==> src/rtl/branch_predict_ctrl.sv <==
// Branch prediction / resolution controller for the RV32I 5-stage pipe.
// F stage: combinational lookup of a direct-mapped BTB/BHT indexed by PCF.
// E stage: compares the carried prediction against the resolved outcome,
// raises mispredict/flush/redirect and trains the tables at the clock edge.
// Optional: define BP_STATS_EN to add branch/mispredict counters as outputs.

// One BTB/BHT entry. Only valid and ctr are reset; tag/target/isJump are
// qualified by valid, so they are left unreset.
module branch_predict_entry #(
    parameter int TAGW = 26
) (
    input  logic            clk,
    input  logic            reset,
    input  logic            we,
    input  logic            wvalid,
    input  logic [TAGW-1:0] wtag,
    input  logic [31:0]     wtarget,
    input  logic            wjump,
    input  logic [1:0]      wctr,
    output logic            valid,
    output logic [TAGW-1:0] tag,
    output logic [31:0]     target,
    output logic            isjump,
    output logic [1:0]      ctr
);

    // Valid bit and counter: cleared to weakly-not-taken on reset.
    always_ff @(posedge clk) begin
        if (reset) begin
            valid <= 1'b0;
            ctr   <= 2'b01;
        end else if (we) begin
            valid <= wvalid;
            ctr   <= wctr;
        end
    end

    // Payload fields, don't-care until the entry is valid.
    always_ff @(posedge clk) begin
        if (we) begin
            tag    <= wtag;
            target <= wtarget;
            isjump <= wjump;
        end
    end

endmodule

module branch_predict_ctrl #(
    parameter int ENTRIES = 16
) (
    input  logic        clk,
    input  logic        reset,
    input  logic [31:0] PCF,
    output logic        predTakenF,
    output logic [31:0] nextPCF,
    input  logic        validE,
    input  logic        branchE,
    input  logic        jumpE,
    input  logic        branchTakenE,
    input  logic [31:0] PCE,
    input  logic [31:0] PCPlus4E,
    input  logic [31:0] PCTargetE,
    input  logic        predTakenE,
    input  logic [31:0] predTargetE,
    output logic        mispredictE,
    output logic [31:0] redirectPCE,
    output logic        flushD,
    output logic        flushE
`ifdef BP_STATS_EN
    ,
    output logic [31:0] statBranches,
    output logic [31:0] statMispredicts
`endif
);

    localparam int IDXW = $clog2(ENTRIES);
    localparam int TAGW = 30 - IDXW;

    logic [ENTRIES-1:0]           e_valid;
    logic [ENTRIES-1:0][TAGW-1:0] e_tag;
    logic [ENTRIES-1:0][31:0]     e_target;
    logic [ENTRIES-1:0]           e_jump;
    logic [ENTRIES-1:0][1:0]      e_ctr;

    logic            wr_en;
    logic            wr_valid;
    logic [TAGW-1:0] wr_tag;
    logic [31:0]     wr_target;
    logic            wr_jump;
    logic [1:0]      wr_ctr;

    logic [IDXW-1:0] idx_f, idx_e;
    logic [TAGW-1:0] tag_f, tag_e;
    logic            hit_f, tagm_e, hit_e;
    logic            actt, ctl;
    logic [1:0]      cur_ctr;

    // Byte-offset bits never participate in index or tag.
    logic unused_pc_lsbs;
    assign unused_pc_lsbs = ^{PCF[1:0], PCE[1:0]};

    assign idx_f = PCF[IDXW+1:2];
    assign tag_f = PCF[31:IDXW+2];
    assign idx_e = PCE[IDXW+1:2];
    assign tag_e = PCE[31:IDXW+2];

    // F-stage lookup; reads the table before any same-edge E-stage write.
    always_comb begin
        hit_f      = e_valid[idx_f] && (e_tag[idx_f] == tag_f);
        predTakenF = hit_f && (e_jump[idx_f] || e_ctr[idx_f][1]);
        nextPCF    = predTakenF ? e_target[idx_f] : PCF + 32'd4;
    end

    // E-stage resolution: mispredict on wrong direction, wrong target for a
    // taken control transfer, or a taken prediction on a non-control instr.
    always_comb begin
        actt = jumpE || (branchE && branchTakenE);
        ctl  = branchE || jumpE;
        mispredictE = validE && (
            (ctl && (actt != predTakenE)) ||
            (ctl && actt && predTakenE && (predTargetE != PCTargetE)) ||
            (!ctl && predTakenE));
        redirectPCE = actt ? PCTargetE : PCPlus4E;
        flushD      = mispredictE;
        flushE      = mispredictE;
    end

    // Training write for the entry at PCE's index.
    always_comb begin
        tagm_e    = (e_tag[idx_e] == tag_e);
        hit_e     = e_valid[idx_e] && tagm_e;
        cur_ctr   = e_ctr[idx_e];
        wr_en     = 1'b0;
        wr_valid  = 1'b1;
        wr_tag    = tag_e;
        wr_target = PCTargetE;
        wr_jump   = jumpE;
        wr_ctr    = 2'b10;
        if (validE) begin
            if (ctl) begin
                if (hit_e) begin
                    wr_en     = 1'b1;
                    wr_target = actt ? PCTargetE : e_target[idx_e];
                    if (actt)
                        wr_ctr = (cur_ctr == 2'b11) ? 2'b11 : cur_ctr + 2'b01;
                    else
                        wr_ctr = (cur_ctr == 2'b00) ? 2'b00 : cur_ctr - 2'b01;
                end else if (actt) begin
                    wr_en = 1'b1;
                end
            end else if (predTakenE && tagm_e) begin
                // Aliased prediction on a non-branch: drop the entry.
                wr_en     = 1'b1;
                wr_valid  = 1'b0;
                wr_target = e_target[idx_e];
                wr_jump   = e_jump[idx_e];
                wr_ctr    = cur_ctr;
            end
        end
    end

    for (genvar g = 0; g < ENTRIES; g++) begin : g_ent
        branch_predict_entry #(.TAGW(TAGW)) u_ent (
            .clk     (clk),
            .reset   (reset),
            .we      (wr_en && (idx_e == IDXW'(g))),
            .wvalid  (wr_valid),
            .wtag    (wr_tag),
            .wtarget (wr_target),
            .wjump   (wr_jump),
            .wctr    (wr_ctr),
            .valid   (e_valid[g]),
            .tag     (e_tag[g]),
            .target  (e_target[g]),
            .isjump  (e_jump[g]),
            .ctr     (e_ctr[g])
        );
    end

`ifdef BP_STATS_EN
    // Free-running event counters, wrap at 2^32.
    always_ff @(posedge clk) begin
        if (reset) begin
            statBranches    <= '0;
            statMispredicts <= '0;
        end else begin
            if (validE && ctl)
                statBranches <= statBranches + 32'd1;
            if (mispredictE)
                statMispredicts <= statMispredicts + 32'd1;
        end
    end
`endif

endmodule

==> config.mk <==
export PLATFORM = sky130hd
export DESIGN_NAME = branch_predict_ctrl
export DESIGN_NICKNAME = d
export VERILOG_FILES = /design/src/rtl/branch_predict_ctrl.sv
export SDC_FILE = /design/constraint.sdc
export NUM_CORES = 2
export LEC_CHECK = 0
export BUFFER_PORTS_ARGS = -buffer_cell sky130_fd_sc_hd__buf_2
export CORE_MARGIN = 4
export CORE_UTILIZATION = 30
export DETAILED_ROUTE_END_ITERATION = 10
export GPL_ROUTABILITY_DRIVEN = 0
export PLACE_DENSITY_LB_ADDON = 0.12
export SETUP_SLACK_MARGIN = 0.2
export SKIP_CTS_REPAIR_TIMING = 1
export SLEW_MARGIN = 10
export SYNTH_ARGS = -nofsm -noshare
export SYNTH_HDL_FRONTEND = slang
export SYNTH_SLANG_ARGS = --single-unit
export TNS_END_PERCENT = 20
==> constraint.sdc <==
create_clock -name clk -period 14 [get_ports clk]
set_input_delay 2.8 -clock clk [delete_from_list [all_inputs] [get_ports clk]]
set_output_delay 2.8 -clock clk [all_outputs]
set_load 0.01 [all_outputs]
==> out/results.ini <==
[outcome]
run_status = complete, no violations

[sta]
worstMarginPinSlew_ns = 1.10
setup_tns_ns = 0
rsz0062_at_grt = false
period_minus_slack_ns = 11.25
finalSetupViolCount = 0
hold_violations = 0
finalCritPeriodShare_pct = 80.4
finClkSkew_ns = 0.0322
slew_headroom_pct = 26.8
slew_violations = 0
timing.fmax_ghz = 0.0889

[layout]
area_growth_pct = 15.0
utilization_pct = 34.7
drive_gt1_share_pct = 37.3
final_nets = 2916
fillCellCount = 14900

[routing]
viasPerCell = 5.56
ant_nets = 0
dr.pass1.iters = 5
drtIter0Drc = 2494
wl_mm = 166
drcViolationCount = 0
vias = 27400
wire_per_inst_um = 33.8

[worst_setup_path]
worst_setup_path_end_kind = output port
crit_type = input port to output port
start_kind = input port
critical_path.max_fanout = 77
required_ns = 11.20
arrival_ns = 8.45

[placed_design]
port-buffer-count = 232
place_hpwl_mm = 100

[pwr]
p_clk_share_pct = 42.3
p_sw_share_pct = 23.8
p_leak_nw = 18.0
p_sw_mw = 1.64
seqPwrFrac_pct = 48.1
power.density_nw_per_um2 = 125
pwr-share-comb_pct = 9.6
p_int_mw = 5.25
vdd_ir_drop_max_uv = 116

[synthesis]
syn_area_per_cell_um2 = 19.0
ys_seq_area_share_pct = 61.2
synth_top_cell_by_area = edfxtp_1
synth-seq-cells = 992
synthTopCellsByArea = edfxtp_1 59%, mux4_2 25%, mux2i_1 3.2%
syn_nets = 2687
yosysTopAreaCellShare_pct = 59.2
synth.distinct_cells = 52
yosys_warnings = 0
synth_cells = 2519
netlist_area_um2 = 47900

[clock_network]
cts_sinks = 992
clk_pin_slew_worst_paths_ns = 0.06
cts_tree = done
numCtsBuffers = 114
htreeDepth = 3
root_buffer = clkbuf_16
cts.path.max_buffers = 3
clkLatencyLatePin_ns = 0.73

[global_route]
grt_max_degree = 100
antenna_found_initial = 31
grt_use_total_pct = 19.7
grt_pass1_vias = 29000
gr-total-overflow = 0
grt_pass1_wl_mm = 232

[floorplan]
die_w_um = 408
io_pins = 235
dieArea_um2 = 166000
die_h_um = 408
core_area_um2 = 159000
rows = 146
initial_core_util_pct = 30.2

[flow_run]
max_cap_violations = 0

[min_path]
min_path_type = flip-flop to flip-flop

[synth_stat cells, drive strengths merged]
cell      n
a21oi    42
a211oi   28
nor4b     2
mux2     69
a22oi    36
edfxtp  944
nor3b     1
nor4bb    2
and3     15
dfxtp    48
o22ai    12
a21o      5
inv      24
xor2     51
nand3b    1
o41ai     1
nor4     11
nand3    18
a221oi    4
mux2i   155
xnor2    68
o31a      1
or3       1
o22a      2
or4       2
buf      99
nor3     11
or4b      2
and4      1
nor2     40
mux4    525
or2       1
a211o     2
clkbuf   75
a22o      1
nand4b    1
nor2b    15
o21ai    19
o211ai    2
ha        1
nand2b   20
nand2   140
and2      3
o21a      2
nand4    16
[sequential cells by signal, summed over array words and instances, names as in the netlist]
register,count
g_ent.u_ent.ctr,32
g_ent.u_ent.isjump,16
g_ent.u_ent.target,512
g_ent.u_ent.tag,416
g_ent.u_ent.valid,16
[kinds of logic (layout without fill, tap and decap cells)]
group | count (synthesis) | count (layout) | share of synthesized area, %
simple gates | 303 | 303 | 3.07
buf+inv | 198 | 523 | 1.82
fa+ha+maj | 1 | 1 | 0.0261
compound gates | 157 | 157 | 2.18
xor+xnor | 119 | 119 | 2.18
other cells | 0 | 10 | 0
flops | 992 | 992 | 61.2
mux | 749 | 749 | 29.5
[final timing paths]
kind	start	to	slack (ns)	cells after the start
max	PCF[2]	nextPCF[17]	2.75	13
min	g_ent[8].u_ent.ctr[1]$_SDFFE_PP0P_	g_ent[8].u_ent.ctr[1]$_SDFFE_PP0P_	0.50	2
max reg2reg	g_ent[3].u_ent.tag[19]$_DFFE_PP_	g_ent[6].u_ent.tag[24]$_DFFE_PP_	8.31	10
min reg2reg	g_ent[8].u_ent.ctr[1]$_SDFFE_PP0P_	g_ent[8].u_ent.ctr[1]$_SDFFE_PP0P_	0.50	2
[per-layer routing]
metal / vias up / routed length, µm / GRT usage, % / share of wire (%)
met5: - / 86 / 0 / 0.052
met4: 12 / 5060 / 5.71 / 3.0
met3: 247 / 13000 / 5.39 / 7.8
met2: 1112 / 78900 / 31.8 / 47
met1: 14900 / 69400 / 26.1 / 42
li1: 11100 / - / - / -
[placed cells by master (no fill, tap or decap), types with 3 or more instances in the layout]
cell,count
nor4_1,9
inv_6,4
mux2i_1,155
and2_1,3
buf_8,5
and3_1,15
nor2b_1,15
a21o_1,4
clkinv_2,22
xnor2_1,68
nand2b_1,20
a21oi_1,41
mux2_2,67
nor3_1,9
o21ai_0,19
xor2_1,51
a221oi_1,4
inv_1,8
a211oi_1,28
nand3_1,18
clkinv_1,39
diode_2,10
a22oi_1,36
mux4_2,525
o22ai_1,12
buf_2,224
clkbuf_16,116
nand4_1,16
buf_4,55
dfxtp_1,48
nor2_1,40
inv_4,16
nand2_1,140
edfxtp_1,944
clkbuf_1,17
bufinv_16,10
[power by group through the flow]
stage | Sequential [mW] | Clock [mW] | Combinational, mW
2_1_floorplan | 3.37 | 0 | 0.403
5_1_grt | 3.32 | 3.12 | 0.708
3_5_place_dp | 3.38 | 0 | 0.673
3_3_place_gp | 3.37 | 0 | 0.668
6_report | 3.31 | 2.92 | 0.664
4_1_cts | 3.31 | 2.99 | 0.675
[area by class of cell]
| class | count | area (µm²) | share of cell area, % |
|---|---|---|---|
| flip-flops and latches | 992 | 29300 | 53.2 |
| multi-input cells | 1329 | 17700 | 32.2 |
| clock buffers | 133 | 2970 | 5.39 |
| well taps | 2072 | 2590 | 4.71 |
| repair buffers | 287 | 1660 | 3.01 |
| clock inverters | 79 | 646 | 1.17 |
| inverters | 24 | 130 | 0.236 |
| diodes | 10 | 25.0 | 0.0454 |
[through the flow]
stage | std cells | cell area (µm²) | power (mW) | setup WS [ns] | hold slack (ns)
final | 4926 | 55100 | 6.89 | 2.75 | 0.499
after global routing | 4917 | 55100 | 7.14 | 2.44 | 0.531
after CTS | 4916 | 55100 | 6.98 | 2.68 | 0.501
after detailed placement | 4704 | 51400 | 4.05 | 2.68 | 0.493
after global placement | 4704 | 51400 | 4.04 | 2.77 | 0.492
after floorplan | 2519 | 47900 | 3.77 | 5.04 | 0.459
[worst max-delay path, stage by stage]
cell     delay, ns
buf_8         0.66
buf_4         0.57
mux4_2        0.59
mux4_2        0.50
xnor2_1       0.16
nand2_1       0.08
inv_1         0.10
nand3_1       0.09
or4b_2        0.68
nor4_4        0.82
buf_4         0.57
mux2_2        0.47
buf_2         0.17
No activity file was read; power rests on OpenSTA's default activity.
